**config.mk**
```make
export PLATFORM = sky130hd
export DESIGN_NAME = ro_pair_sequencer
export DESIGN_NICKNAME = d
export VERILOG_FILES = /design/src/rtl/ro_pair_sequencer.sv
export SDC_FILE = /design/constraint.sdc
export NUM_CORES = 1
export LEC_CHECK = 0
export CELL_PAD_IN_SITES_DETAIL_PLACEMENT = 1
export CELL_PAD_IN_SITES_GLOBAL_PLACEMENT = 2
export CORE_UTILIZATION = 37
export CTS_CLUSTER_SIZE = 8
export DETAILED_ROUTE_END_ITERATION = 12
export GPL_ROUTABILITY_DRIVEN = 0
export PLACE_DENSITY_LB_ADDON = 0.1
export SYNTH_ARGS = -nofsm -noshare
export SYNTH_HDL_FRONTEND = slang
export SYNTH_SLANG_ARGS = --single-unit
```
**constraint.sdc**
```tcl
create_clock -name clk -period 9.45 [get_ports clk]
set_input_delay 1.89 -clock clk [delete_from_list [all_inputs] [get_ports clk]]
set_output_delay 1.89 -clock clk [all_outputs]
set_load 0.005 [all_outputs]
```
**src/rtl/ro_pair_sequencer.sv**
```systemverilog
// RO pair sequencer for the delay PUF: enables and selects the two challenged
// oscillators in turn, counts synchronized RO edges per window, and compares the counts.
module ro_pair_sequencer #(
    parameter int unsigned WINDOW_CYCLES = 1024,
    parameter int unsigned SETTLE_CYCLES = 4,
    parameter int unsigned CNT_W         = 16
) (
    input  logic             clk,
    input  logic             rst,
    input  logic             start,
    input  logic [7:0]       challenge,
    input  logic             ro_in,
    output logic [3:0]       sel,
    output logic [15:0]      ro_en,
    output logic             busy,
    output logic             done,
    output logic             response,
    output logic [CNT_W-1:0] count_a,
    output logic [CNT_W-1:0] count_b
);

    localparam int unsigned TMR_MAX = (WINDOW_CYCLES > SETTLE_CYCLES) ? WINDOW_CYCLES : SETTLE_CYCLES;
    localparam int unsigned TMR_W   = $clog2(TMR_MAX + 1);

    localparam logic [TMR_W-1:0] SETTLE_LAST = TMR_W'(SETTLE_CYCLES - 1);
    localparam logic [TMR_W-1:0] WINDOW_LAST = TMR_W'(WINDOW_CYCLES - 1);
    localparam logic [CNT_W-1:0] CNT_MAX     = '1;

    typedef enum logic [2:0] {
        S_IDLE,
        S_SETTLE_A,
        S_COUNT_A,
        S_SETTLE_B,
        S_COUNT_B,
        S_COMPARE
    } state_e;

    state_e             state_q, state_d;
    logic [7:0]         chal_q, chal_d;
    logic [TMR_W-1:0]   tmr_q, tmr_d;
    logic [CNT_W-1:0]   cnt_q, cnt_d;
    logic [2:0]         sync_q, sync_d;
    logic [3:0]         sel_q, sel_d;
    logic [15:0]        ro_en_q, ro_en_d;
    logic               busy_q, busy_d;
    logic               done_q, done_d;
    logic               resp_q, resp_d;
    logic [CNT_W-1:0]   count_a_q, count_a_d;
    logic [CNT_W-1:0]   count_b_q, count_b_d;

    logic [3:0]         idx_a_c, idx_b_c;
    logic               edge_c;

    assign idx_a_c = chal_q[7:4];
    assign idx_b_c = chal_q[3:0];
    // sync_q[1] is the synchronized RO level; sync_q[2] is its one-cycle-old copy
    assign edge_c  = sync_q[1] & ~sync_q[2];

    // State register
    always_ff @(posedge clk or posedge rst) begin
        if (rst) begin
            state_q <= S_IDLE;
        end else begin
            state_q <= state_d;
        end
    end

    // Next-state logic
    always_comb begin
        state_d = state_q;
        case (state_q)
            S_IDLE:     if (start) state_d = S_SETTLE_A;
            S_SETTLE_A: if (tmr_q == SETTLE_LAST) state_d = S_COUNT_A;
            S_COUNT_A:  if (tmr_q == WINDOW_LAST) state_d = S_SETTLE_B;
            S_SETTLE_B: if (tmr_q == SETTLE_LAST) state_d = S_COUNT_B;
            S_COUNT_B:  if (tmr_q == WINDOW_LAST) state_d = S_COMPARE;
            S_COMPARE:  state_d = S_IDLE;
            default:    state_d = S_IDLE;
        endcase
    end

    // Datapath: challenge latch, phase timer, saturating edge counter, synchronizer
    always_comb begin
        chal_d = chal_q;
        tmr_d  = '0;
        cnt_d  = '0;
        sync_d = {sync_q[1:0], ro_in};

        if (state_q == S_IDLE && start) begin
            chal_d = challenge;
        end

        if (state_q != S_IDLE && state_d == state_q) begin
            tmr_d = tmr_q + TMR_W'(1);
        end

        // Settle phases hold the counter at zero so each window starts clean
        if (state_q == S_COUNT_A || state_q == S_COUNT_B) begin
            cnt_d = cnt_q;
            if (edge_c && cnt_q != CNT_MAX) begin
                cnt_d = cnt_q + CNT_W'(1);
            end
        end
    end

    // Output logic (registered outputs, one cycle behind the state register)
    always_comb begin
        sel_d     = sel_q;
        ro_en_d   = '0;
        busy_d    = (state_q != S_IDLE);
        done_d    = (state_q == S_COMPARE);
        resp_d    = resp_q;
        count_a_d = count_a_q;
        count_b_d = count_b_q;

        case (state_q)
            S_IDLE: begin
                if (start) begin
                    resp_d    = 1'b0;
                    count_a_d = '0;
                    count_b_d = '0;
                end
            end
            S_SETTLE_A: begin
                sel_d   = idx_a_c;
                ro_en_d = 16'(1) << idx_a_c;
            end
            S_COUNT_A: begin
                sel_d   = idx_a_c;
                ro_en_d = 16'(1) << idx_a_c;
                if (tmr_q == WINDOW_LAST) count_a_d = cnt_d;
            end
            S_SETTLE_B: begin
                sel_d   = idx_b_c;
                ro_en_d = 16'(1) << idx_b_c;
            end
            S_COUNT_B: begin
                sel_d   = idx_b_c;
                ro_en_d = 16'(1) << idx_b_c;
                if (tmr_q == WINDOW_LAST) count_b_d = cnt_d;
            end
            S_COMPARE: begin
                resp_d = (count_a_q > count_b_q);
            end
            default: ;
        endcase
    end

    // Datapath and output registers
    always_ff @(posedge clk or posedge rst) begin
        if (rst) begin
            chal_q    <= '0;
            tmr_q     <= '0;
            cnt_q     <= '0;
            sync_q    <= '0;
            sel_q     <= '0;
            ro_en_q   <= '0;
            busy_q    <= 1'b0;
            done_q    <= 1'b0;
            resp_q    <= 1'b0;
            count_a_q <= '0;
            count_b_q <= '0;
        end else begin
            chal_q    <= chal_d;
            tmr_q     <= tmr_d;
            cnt_q     <= cnt_d;
            sync_q    <= sync_d;
            sel_q     <= sel_d;
            ro_en_q   <= ro_en_d;
            busy_q    <= busy_d;
            done_q    <= done_d;
            resp_q    <= resp_d;
            count_a_q <= count_a_d;
            count_b_q <= count_b_d;
        end
    end

    assign sel      = sel_q;
    assign ro_en    = ro_en_q;
    assign busy     = busy_q;
    assign done     = done_q;
    assign response = resp_q;
    assign count_a  = count_a_q;
    assign count_b  = count_b_q;

endmodule

```
# ---- After elaboration in Yosys (flattened, before gate mapping)
# Index checks and enable logic that the tools add are counted.
dict set report totals {
  register_bits 96
  elab_cells 63
  output_inout_bits 55
  input_bits 12
}
dict set report classes {
  mux 17
  bitwise 2
  n_reduce_logical 15
  order_cmp 1
  n_shift 2
  add_sub_neg 2
  n_eq_ne 12
}
# cell count
set ops {}
lappend ops {{$pmux 16 s2} 3}
lappend ops {{$mux 16} 4}
lappend ops {{$shl 1x4->16 const A} 2}
lappend ops {{$add 16x1->16 const B} 1}
lappend ops {{$gt 16x16->1} 1}
lappend ops {{$ne 16x16->1 const B} 1}
lappend ops {{$mux 3} 5}
lappend ops {{$pmux 3 s5} 1}
lappend ops {{$add 11x1->11 const B} 1}
lappend ops {{$eq 11x10->1 const B} 1}
lappend ops {{$eq 11x2->1 const B} 1}
lappend ops {{$mux 11} 1}
lappend ops {{$pmux 4 s2} 1}
lappend ops {{$reduce_bool 2->1} 4}
lappend ops {{$eq 3x2->1 const B} 2}
lappend ops {{$eq 3x3->1 const B} 2}
lappend ops {{$ne 2x2->1 const B} 3}
lappend ops {{$reduce_and 3->1} 2}
lappend ops {{$reduce_or 2->1} 2}
lappend ops {{$eq 3x1->1 const B} 1}
lappend ops {{$eq 3x3->1} 1}
lappend ops {{$logic_and 1x1->1} 3}
lappend ops {{$logic_not 3->1} 1}
lappend ops {{$reduce_bool 3->1} 1}
lappend ops {{other kinds (6)} 6}

# ---- Depth between registers and ports, before layout
dict set report depth {
  ltp_word 7
  ltp_mapped 8
  mapped_depth_nobuf 7
}

# ---- Worst setup path after synthesis
# No wires, ideal clock.
dict set report synth_path {
  path_kind {input-to-reg}
  from {in start}
  to {reg count_a_q[1] (netlist: count_a[1])}
  arrival_time_ps 2652
  path_buffers 1
  required_time_ps 9373
  setup_ps 77
  setup_slack_ps 6721
  cell_stages 5
  path_cell_list {nand2_1 -> o21a_1 -> clkbuf_1 -> nand2_1 -> o21ai_1}
}
dict set report synth_via {
  elab_chain_cells 2
}
# item line_no
set synth_lines {}
lappend synth_lines {{start: declaration} 10} ;# input logic start,
lappend synth_lines {{$ne 2x2->1 (no line)} -}
lappend synth_lines {{$reduce_and 3->1 (no line)} -}
lappend synth_lines {{end signal: assignment} 173} ;# count_a_q <= count_a_d;
lappend synth_lines {{end: declaration} 48} ;# logic [CNT_W-1:0] count_a_q, count_a_d;
# Every way passes these cells.
# A chain may end at the register's enable or synchronous reset.

# ---- Worst setup path in the final report
dict set report layout_path {
  from {in start}
  to {reg count_a_q[14] (netlist: count_a[14])}
}
# The elaborated chain is that of the path after synthesis.

==> impl_metrics.json <==
{
  "synth_edf_count": 0,
  "cts_buffers": 9,
  "synth_flop_cell": "dfrtp_1",
  "pwr_density_cell_mw_per_mm2": 155,
  "post-cts-setup-buffer-count": 0,
  "p_leak_nw": 2.76,
  "post_synth_inst_count": 447,
  "grt_setup_unrepaired": "false",
  "grt_start_max_net_pins": 74,
  "required_ns": 9.72,
  "start_util_pct": 38.1,
  "crit_arrival_ns": 3.57,
  "fp.dieW_um": 113,
  "via_per_inst": 5.12,
  "wirelength_um": 11300,
  "vdd_ir_drop_max_v": 0.000103,
  "dpl_worst_slack_ns": 5.76,
  "ant_nets": 0,
  "yosysWarnings": 0,
  "grt_pass1_wl_um": 19400,
  "yosysTopAreaCell": "dfrtp_1",
  "switching_power_w": 0.000218,
  "dieArea_mm2": 0.0129,
  "status": "finished clean",
  "synthArstFlopShare_pct": 100,
  "tightest_slew_ns": 0.949,
  "final_nets": 540,
  "drc": 0,
  "clk_path_buf_depth": 2,
  "cpPeakStageDelay_ns": 0.58,
  "max-cap-violations": 0,
  "rows": 40,
  "critPathSlowestCell": "o21a_1",
  "setup_viol": 0,
  "clock_latency_ns": 0.35,
  "htreeDepth": 3,
  "synth_area_leaders": "dfrtp_1, ha_1, nand2_1, nor2_1, o21ai_2",
  "worst_setup_path_end_kind": "flop",
  "wl_per_cell_um": 16.6,
  "worstPathCellList": "clkdlybuf4s50_1, nand2_1, buf_4, o21a_1, nand2_1, o21ai_0",
  "die_h_um": 113,
  "tritoncts": "yes",
  "power_frac_seq_pct": 50.0,
  "drive_above_1_share_pct": 11.7,
  "slew_headroom_pct": 36.7,
  "avgSynthCellArea_um2": 10.3,
  "areaGrowthSynthToFinish_pct": 23.4,
  "diodes": 0,
  "pwr-share-clk_pct": 42.8,
  "io-pin-count": 67,
  "syn-num-nets": 477,
  "vias": 3489,
  "hold_violations": 0,
  "drv_slew": 0,
  "portBuffers": 66,
  "clock-sinks": 96,
  "yosysSeqAreaShare_pct": 52.3,
  "cp_max_fo": 25,
  "clk_pin_slew_worst_paths_ns": 0.07,
  "swShare_pct": 24.9,
  "synthTopCellsByCount": "dfrtp_1, nand2_1, nor2_1",
  "cts_root_buf": "clkbuf_16",
  "drtPass1Iterations": 4,
  "overflow": 0,
  "cts_resized": 0,
  "grtUsageTotal_pct": 19.8,
  "synth_cell_types": 53,
  "initialDrtViolationCount": 155,
  "setup_slack_ns": 6.14,
  "final.period_utilization_pct": 35.0,
  "core-area_mm2": 0.0121,
  "worstHoldPathType": "reg -> reg",
  "start_kind": "input port",
  "setup_tns_ns": 0,
  "critical_path.most_common_cell": "nand2_1",
  "antenna_found_initial": 0,
  "cts_hold_repair.buffers": 0,
  "period_needed_ns": 3.31,
  "internal-power_w": 0.000658,
  "synth_top_area_share_pct": 52.3,
  "power.share.combinational_pct": 7.1,
  "crit_type": "in -> reg",
  "fmax_mhz": 302,
  "synth_seq_cells": 96,
  "grt_pass1_vias": 3770,
  "nFillCells": 1325,
  "yosysMostFrequentCell": "dfrtp_1",
  "dpl.hpwl_um": 8160,
  "synth_area_mm2": 0.00459,
  "skew_ns": 0.00518
}
-- final timing paths --
path                                           from                       to  slack, ns  cells after the start
worst max-delay path                          start  count_a[14]$_DFFE_PP0P_       6.14                      6
worst min-delay path            sync_q[0]$_DFF_PP0_      sync_q[1]$_DFF_PP0_       0.35                      0
worst max register to register   tmr_q[0]$_DFF_PP0_  count_b[13]$_DFFE_PP0P_       6.77                      6
worst min register to register  sync_q[0]$_DFF_PP0_      sync_q[1]$_DFF_PP0_       0.35                      0
max in group asynchronous                       rst       tmr_q[7]$_DFF_PP0_       6.34                      3
min in group asynchronous                       rst       ro_en[3]$_DFF_PP0_       1.84                      2
-- layout by cell type, fill, tap and decap left out, types with 5 or more instances in the layout --
cell and instances:
a21oi_1 15, clkbuf_16 9, clkdlybuf4s50_1 66, dfrtp_1 96, ha_1 18, inv_1 26, mux2_2 5, mux2i_1 8
nand2_1 58, nand2b_1 5, nand3_1 15, nand3_2 13, nand4_1 9, nor2_1 51, nor3_1 8, o21ai_0 14
o21ai_1 9, o21ai_2 17, xnor2_1 11, xor2_1 9
-- sequential cells by signal, summed over array words and instances, names as in the netlist --
register / flops
count_a: 16
response: 1
cnt_q: 16
sel: 4
state_q: 3
count_b: 16
tmr_q: 11
ro_en: 16
sync_q: 3
busy: 1
chal_q: 8
done: 1
-- through the flow --
stage	hold WS, ns	power [W]	instances	utilization (%)	instance area, um^2
6_report	0.350	0.000876	682	47.0	5660
5_1_grt	0.359	0.000912	682	47.0	5660
4_1_cts	0.351	0.000891	682	47.0	5660
3_5_place_dp	0.336	0.000509	667	44.4	5360
3_3_place_gp	0.334	0.000508	667	44.4	5360
2_1_floorplan	0.331	0.000484	447	-	4590
-- critical path, delay by kind of cell --
| family | cells | cell delay [ns] |
|---|---|---|
| and+or+nand+nor | 2 | 0.21 |
| AOI/OAI and AO/OA | 2 | 0.68 |
| buffers and inverters | 2 | 0.79 |
-- kinds of logic (layout without fill, tap and decap cells) --
kind of cell,Yosys count,in the layout,synth area share [%]
and+or+nand+nor,182,182,20.1
DFF,96,96,52.3
AOI/OAI and AO/OA,75,75,11.1
buffers and inverters,43,110,4.82
xor gates and xnor gates,20,20,3.82
adders and majority gates,18,18,4.91
muxes,13,13,2.97
-- cell type report --
type                            instances  area, um^2  area share, %
Timing Repair Buffer                   68         676           11.9
Inverter                               27         103           1.81
Clock buffer                           10         239           4.22
Clock inverter                          5        65.1           1.15
Sequential cell                        96        2400           42.4
Multi-Input combinational cell        308        1970           34.8
Tap cell                              168         210           3.71
-- routing by layer --
layer / share of wire (%) / routed length (um) / up-vias / global-route usage (%)
li1: - / - / 1665 / -
met2: 47 / 5280 / 65 / 31.4
met5: 0 / 0 / - / 0
met3: 3.5 / 398 / 10 / 4.30
met1: 49 / 5500 / 1749 / 27.3
met4: 1.3 / 144 / 0 / 6.05
-- power groups by stage --
stage	Clock [W]	Sequential, W	Combinational, W
2_1_floorplan	0	0.000442	0.0000420
4_1_cts	0.000388	0.000439	0.0000644
3_3_place_gp	0	0.000445	0.0000626
5_1_grt	0.000402	0.000441	0.0000700
3_5_place_dp	0	0.000446	0.0000626
6_report	0.000375	0.000438	0.0000623
(Power assumes the default switching activity.)
